==> src/rtl/puf_eval_ctrl.sv <==
// PUF evaluation controller: runs NUM_EVAL clear/measure/settle/sample rounds per
// challenge and majority-votes the 8 response bits. Optional macro PUF_EVAL_UNSTABLE_MASK_EN.
module puf_eval_ctrl #(
  parameter int WINDOW_CYCLES = 1024,
  parameter int SETTLE_CYCLES = 4,
  parameter int NUM_EVAL      = 5
) (
  input  logic       clk,
  input  logic       rst,
  input  logic       req_valid,
  output logic       req_ready,
  input  logic [7:0] req_challenge,
  output logic [7:0] puf_challenge,
  output logic       puf_enable,
  output logic       puf_clr,
  input  logic [7:0] puf_response,
  output logic       resp_valid,
  input  logic       resp_ready,
  output logic [7:0] resp_data,
  output logic [7:0] resp_unstable,
  output logic       busy
);

  localparam int              DATA_W    = 8;
  localparam logic [15:0]     WIN_LAST  = 16'(WINDOW_CYCLES - 1);
  localparam logic [15:0]     SET_LAST  = 16'(SETTLE_CYCLES - 1);
  localparam logic [3:0]      EVAL_LAST = 4'(NUM_EVAL - 1);
  localparam logic [3:0]      VOTE_HALF = 4'(NUM_EVAL / 2);
  localparam logic [3:0]      VOTE_ALL  = 4'(NUM_EVAL);

  typedef enum logic [2:0] {
    IDLE    = 3'd0,
    CLEAR   = 3'd1,
    MEASURE = 3'd2,
    SETTLE  = 3'd3,
    SAMPLE  = 3'd4,
    DONE    = 3'd5
  } state_t;

  state_t                   state;
  state_t                   state_nxt;
  logic [15:0]              timer;
  logic [3:0]               eval_cnt;
  logic [DATA_W-1:0][3:0]   ones;
  logic [DATA_W-1:0]        challenge_q;
  logic                     ready_en;
  logic                     accept;

  function automatic logic [DATA_W-1:0] majority(input logic [DATA_W-1:0][3:0] cnt);
    logic [DATA_W-1:0] v;
    v = '0;
    for (int i = 0; i < DATA_W; i++) v[i] = (cnt[i] > VOTE_HALF);
    return v;
  endfunction

`ifdef PUF_EVAL_UNSTABLE_MASK_EN
  function automatic logic [DATA_W-1:0] unstable_mask(input logic [DATA_W-1:0][3:0] cnt);
    logic [DATA_W-1:0] v;
    v = '0;
    for (int i = 0; i < DATA_W; i++) v[i] = (cnt[i] != 4'd0) && (cnt[i] != VOTE_ALL);
    return v;
  endfunction
`endif

  assign accept        = (state == IDLE) && req_valid && ready_en;
  assign puf_challenge = challenge_q;

  // State register and datapath counters
  always_ff @(posedge clk or negedge rst) begin
    if (!rst) begin
      state       <= IDLE;
      timer       <= '0;
      eval_cnt    <= '0;
      ones        <= '0;
      challenge_q <= '0;
      ready_en    <= 1'b0;
    end else begin
      state    <= state_nxt;
      ready_en <= 1'b1;
      // timer restarts on every state change so each timed state counts from zero
      if ((state_nxt != state) || !((state == MEASURE) || (state == SETTLE)))
        timer <= '0;
      else
        timer <= timer + 16'd1;
      if (accept) begin
        challenge_q <= req_challenge;
        eval_cnt    <= '0;
        ones        <= '0;
      end else if (state == SAMPLE) begin
        for (int i = 0; i < DATA_W; i++) ones[i] <= ones[i] + {3'b000, puf_response[i]};
        if (eval_cnt != EVAL_LAST) eval_cnt <= eval_cnt + 4'd1;
      end
    end
  end

  // Next-state and Moore outputs
  always_comb begin
    state_nxt     = state;
    req_ready     = 1'b0;
    puf_clr       = 1'b0;
    puf_enable    = 1'b0;
    resp_valid    = 1'b0;
    resp_data     = '0;
    resp_unstable = '0;
    busy          = 1'b1;
    case (state)
      IDLE: begin
        busy      = 1'b0;
        req_ready = ready_en;
        if (accept) state_nxt = CLEAR;
      end
      CLEAR: begin
        puf_clr   = 1'b1;
        state_nxt = MEASURE;
      end
      MEASURE: begin
        puf_enable = 1'b1;
        if (timer == WIN_LAST) state_nxt = SETTLE;
      end
      SETTLE: begin
        if (timer == SET_LAST) state_nxt = SAMPLE;
      end
      SAMPLE: begin
        state_nxt = (eval_cnt == EVAL_LAST) ? DONE : CLEAR;
      end
      DONE: begin
        resp_valid = 1'b1;
        resp_data  = majority(ones);
`ifdef PUF_EVAL_UNSTABLE_MASK_EN
        resp_unstable = unstable_mask(ones);
`endif
        if (resp_ready) state_nxt = IDLE;
      end
      default: begin
        state_nxt = IDLE;
      end
    endcase
  end

endmodule

==> config.mk <==
export PLATFORM = sky130hd
export DESIGN_NAME = puf_eval_ctrl
export DESIGN_NICKNAME = d
export VERILOG_FILES = /design/src/rtl/puf_eval_ctrl.sv
export SDC_FILE = /design/constraint.sdc
export NUM_CORES = 1
export LEC_CHECK = 0
export ABC_AREA = 1
export CORE_MARGIN = 3
export CORE_UTILIZATION = 35
export CTS_CLUSTER_DIAMETER = 60
export DETAILED_ROUTE_END_ITERATION = 10
export HOLD_SLACK_MARGIN = 0.03
export PLACE_DENSITY_LB_ADDON = 0.25
export SLEW_MARGIN = 20
export SYNTH_ARGS = -nofsm -noshare
export SYNTH_HDL_FRONTEND = slang
export SYNTH_SLANG_ARGS = --single-unit
export TNS_END_PERCENT = 20
==> constraint.sdc <==
create_clock -name clk -period 1.6 [get_ports clk]
set_input_delay 0.32 -clock clk [delete_from_list [all_inputs] [get_ports clk]]
set_output_delay 0.32 -clock clk [all_outputs]
set_load 0.01 [all_outputs]
# [Yosys cells after proc, flatten, opt, wreduce, memory -nomap -nowiden]
# Cells that the tools add are included.
# W data, S select, Z words.
[word_totals] register_bits=64 wordCells=68
[op_classes] add_sub_neg=10 order_cmp=8 n_eq_ne=10 mux=18 n_reduce_logical=9
[op_table] operator="$mux W32" n=2
[op_table] operator="$add A4 B1 Y4" n=8
[op_table] operator="$gt A4 B2 Y1 const B" n=8
[op_table] operator="$pmux W3 S6" n=1
[op_table] operator="$add A16 B1 Y16 const B" n=1
[op_table] operator="$eq A16 B10 Y1 const B" n=1
[op_table] operator="$eq A16 B2 Y1 const B" n=1
[op_table] operator="$mux W16" n=1
[op_table] operator="$mux W3" n=5
[op_table] operator="$mux W4" n=3
[op_table] operator="$mux W8" n=1
[op_table] operator="$eq A3 B2 Y1 const B" n=2
[op_table] operator="$eq A3 B3 Y1 const B" n=2
[op_table] operator="$mux W1" n=5
[op_table] operator="$add A4 B1 Y4 const B" n=1
[op_table] operator="$eq A4 B3 Y1 const B" n=1
[op_table] operator="$ne A4 B3 Y1 const B" n=1
[op_table] operator="$reduce_bool A2 Y1" n=2
[op_table] operator="$eq A3 B1 Y1 const B" n=1
[op_table] operator="$logic_not A3 Y1" n=1
[op_table] operator="$ne A3 B3 Y1" n=1
[op_table] operator="$logic_and A1 B1 Y1" n=2
[op_table] operator="$logic_or A1 B1 Y1" n=2
[op_table] operator="$reduce_and A2 Y1" n=1
[op_table] operator="$logic_not A1 Y1" n=1

# [Logic depth before layout (Yosys ltp)]
[logic_depth] depth_word=8 mapped_depth=12 mapped_depth_nobuf=11

# [Worst setup path after synthesis]
# OpenSTA, ideal clock, no wires.
[synth_timing] path_kind="register to register" from="register timer[0]" to="register timer[6]" arrival_time_ps=1399 setup_slack_ps=80 path_stages_with_launch=10 path_buffers=1 synth_period_minus_slack_ps=1520 cell_sequence="dfrtp_1 > ha_1 > nand3_2 > nor3_2 > nand3_1 > nand3_2 > nand2_2 > nand2_4 > buf_12 > nor2_2"
[synth_between] elab_chain_len=6 word_cells_on_any_way=9
[synth_rtl] item="start: declaration" line="42" rtl="logic [15:0] timer;"
[synth_rtl] item="start signal: assignment" line="84" rtl="timer <= timer + 16'd1;"
[synth_rtl] item="$eq A16 B2 Y1 / $eq A16 B10 Y1 (equally long branches)" line="121, 118"
[synth_rtl] item="$mux W3, on equally long branches" line="121, 118"
[synth_rtl] item="$pmux W3 S6 (*)" line="106" rtl="case (state)"
[synth_rtl] item="named net state_nxt[0]" line="41" rtl="state_t state_nxt;"
[synth_rtl] item="$ne A3 B3 Y1 (*)" line="81" rtl="if ((state_nxt != state) || !((state == MEASURE) || (state == SETTLE)))"
[synth_rtl] item="$logic_or A1 B1 Y1 (*)" line="81"
[synth_rtl] item="$mux W16 (*)" line="81"
# Mark *: on every way through the listed nets, which the timed path passes. The rest lies on a longest branch.
# A chain may end at the register's enable or synchronous reset.

# [Worst setup path in the final report]
[layout_timing] from="register state[1]" to="output port resp_data[5]"
[layout_between] elab_chain_len=2
[layout_rtl] item="start: declaration" line="40" rtl="state_t state;"
[layout_rtl] item="start signal: assignment" line="78" rtl="state <= state_nxt;"
[layout_rtl] item="$eq A3 B3 Y1" line="106"
[layout_rtl] item="$mux W8" line="106"
[layout_rtl] item="end: declaration" line="19" rtl="output logic [7:0] resp_data,"
# No other way between the ends.

==> flow_metrics.tcl <==
set metrics [dict create \
    status "complete, but fails checks" \
    clockBufferDepth 2 \
    rsz0062_at_grt "yes" \
    vias 2908 \
    final_area_mm2 0.00493 \
    synthCells 399 \
    syn_avg_cell_area_um2 8.74 \
    cts_tree "built" \
    grt_max_degree 30 \
    clock_skew_ns 0.0159 \
    core_area_mm2 0.00946 \
    r2r_slack_ns -0.04 \
    violations "negative setup slack" \
    syn_area_mm2 0.00349 \
    yosysWarningCount 0 \
    grt_pass1_vias 2764 \
    path_clk_slew_ns 0.08 \
    grt_usage_pct 14.3 \
    wl_per_cell_um 12.8 \
    n_antenna_cell 0 \
    placed_area_mm2 0.00426 \
    nets 530 \
    antenna_found_initial 0 \
    setup_ws_ns -0.0753 \
    area_growth_syn_to_layout_pct 41.6 \
    r2r_end "timer[15]$_DFF_PN0_" \
    layout_common_cells "dfrtp_1 (64), nand2_1 (58), inv_1 (48)" \
    worst_setup_path_start_kind "flip-flop" \
    reg2reg_from "timer[1]$_DFF_PN0_" \
    rows 35 \
    cp.required_ns 1.28 \
    fin_hold_ws_ns 0.441 \
    critPathKind "flip-flop to output pin" \
    dieArea_mm2 0.0112 \
    crit_fanout 5 \
    drtAntennaViolNets 0 \
    ys_ff_latch 64 \
    io-pin-count 49 \
    endpoint_kind "output pin" \
    min_period_over_period_pct 105 \
    initial_utilization_pct 36.9 \
    slew_viol_final 0 \
    yosysUniqueCellTypes 35 \
    route.detailed.drc 0 \
    grt_pass1_wl_um 12900 \
    root_buffer "clkbuf_8" \
    fin_crit_ns 1.68 \
    total_power_mw 5.77 \
    htreeDepth 3 \
    pwr_density_cell_mw_per_mm2 1170 \
    fill_cells 871 \
    arrival_ns 1.36 \
    portBuffers 40 \
    die_w_um 106 \
    clock_sinks 64 \
    firstDrtPassIters 4 \
    final_common_cell "dfrtp_1" \
    p_leak_nw 2.37 \
    drive_above_1_share_pct 31.0 \
    routed_wl_um 8010 \
    max-vdd-ir-drop_mv 0.522 \
    yosysSeqAreaShare_pct 45.9 \
    die_h_um 106 \
    numCtsBuffers 9 \
    dpl.hpwl_um 5200 \
    fmax_ghz 0.597 \
    gp_congestion 0.822 \
    grt_overflow 0 \
    setup_violations 23 \
    min_path_type "primary input to asynchronous set/reset pin" \
    finalHoldViolCount 0 \
    routed_via_density 4.65 \
    rr_worst_depth 11 \
    maxCapViolations 0 \
    first_iter_violations 92 \
    insertion_delay_ns 0.36 \
]
power breakdown:
group	switching (mW)	internal, mW
sequential	0.117	1.80
combinational	1.15	0.922
clock	0.688	1.09
total	1.96	3.81
what timing repair did:
action                                  in CTS  in global routing
gates resized for setup                     75                 55
endpoints found under the setup margin      46                 69
hold buffers                                 1                  0
buffers inserted                             1                 11
pin swaps                                    0                 12
gates cloned                                 1                  2
hold endpoints to repair                    15                  0
cell type report:
| type | instances | area (µm²) | share of cell area [%] |
|---|---|---|---|
| Clock buffer | 10 | 138 | 2.79 |
| Clock inverter | 6 | 115 | 2.33 |
| Inverter | 58 | 228 | 4.61 |
| Multi-Input combinational cell | 268 | 1850 | 37.5 |
| Sequential cell | 64 | 1600 | 32.5 |
| Tap cell | 129 | 161 | 3.27 |
| Timing Repair Buffer | 90 | 840 | 17.0 |
synth_stat cells, drive strengths merged:
library cell  count  area share, %
a211oi            1           0.22
a21oi             7            1.0
a22oi            17            5.0
a31oi             6            1.1
buf              16            3.5
clkbuf            1           0.11
conb              2           0.22
dfrtp            64             46
ha               19            6.8
inv              58            6.2
nand2            69            7.9
nand3            25            4.0
nand3b            1           0.22
nand4             1           0.18
nor2             63            8.0
nor3             20            3.0
nor3b             1           0.22
o21ai             5           0.72
o21bai            1           0.22
o31ai             1           0.22
or2               1           0.18
xnor2             4            1.0
xor2             16            4.0
stage by stage:
| stage | setup slack, ns | util [%] | instances | setup TNS, ns |
|---|---|---|---|---|
| after floorplan | 0.0800 | - | 406 | 0 |
| after detailed placement | -0.143 | 45.0 | 593 | -4.11 |
| final | -0.0753 | 52.2 | 625 | -0.664 |
| after global placement | -0.166 | 45.0 | 593 | -2.85 |
| after CTS | -0.0827 | 48.5 | 612 | -2.03 |
| after global routing | -0.155 | 52.2 | 625 | -3.93 |
per-layer routing:
metal	wire length, µm	track usage (%)	part of all wire (%)
met3	303	2.76	3.8
met2	3860	22.4	48
met1	3730	18.8	47
met5	0	0	0
met4	112	7.22	1.4
kinds of logic (layout without fill, tap and decap cells):
family	after synthesis	count (layout)	share of synthesized area, %
simple gates	181	182	23.8
xor+xnor	20	20	5.02
other cells	2	9	0.215
compound gates	38	38	8.40
fa+ha+maj	19	19	6.82
flops	64	64	45.9
buf+inv	75	164	9.83
sequential cells by signal, summed over array words and instances, names as in the netlist:
| name | cells |
|---|---|
| timer | 16 |
| puf_challenge | 8 |
| ones | 32 |
| eval_cnt | 4 |
| ready_en | 1 |
| state | 3 |
how the worst max path moves through the flow:
stage	from	endpoint	slack (ns)
after floorplan	timer[0]$_DFF_PN0_	timer[6]$_DFF_PN0_	0.08
after global routing	state[1]$_DFF_PN0_	resp_data[5]	-0.16
after detailed placement	state[1]$_DFF_PN0_	resp_data[6]	-0.14
final	state[1]$_DFF_PN0_	resp_data[5]	-0.08
after global placement	state[1]$_DFF_PN0_	resp_data[7]	-0.17
after CTS	state[1]$_DFF_PN0_	resp_data[0]	-0.08
worst max-delay path, stage by stage, from the launching register on:
cell	delay, ns
dfrtp_1	0.40
inv_2	0.08
nand3_4	0.08
buf_8	0.16
a31oi_4	0.14
buf_2	0.15
(Power assumes the default switching activity.)
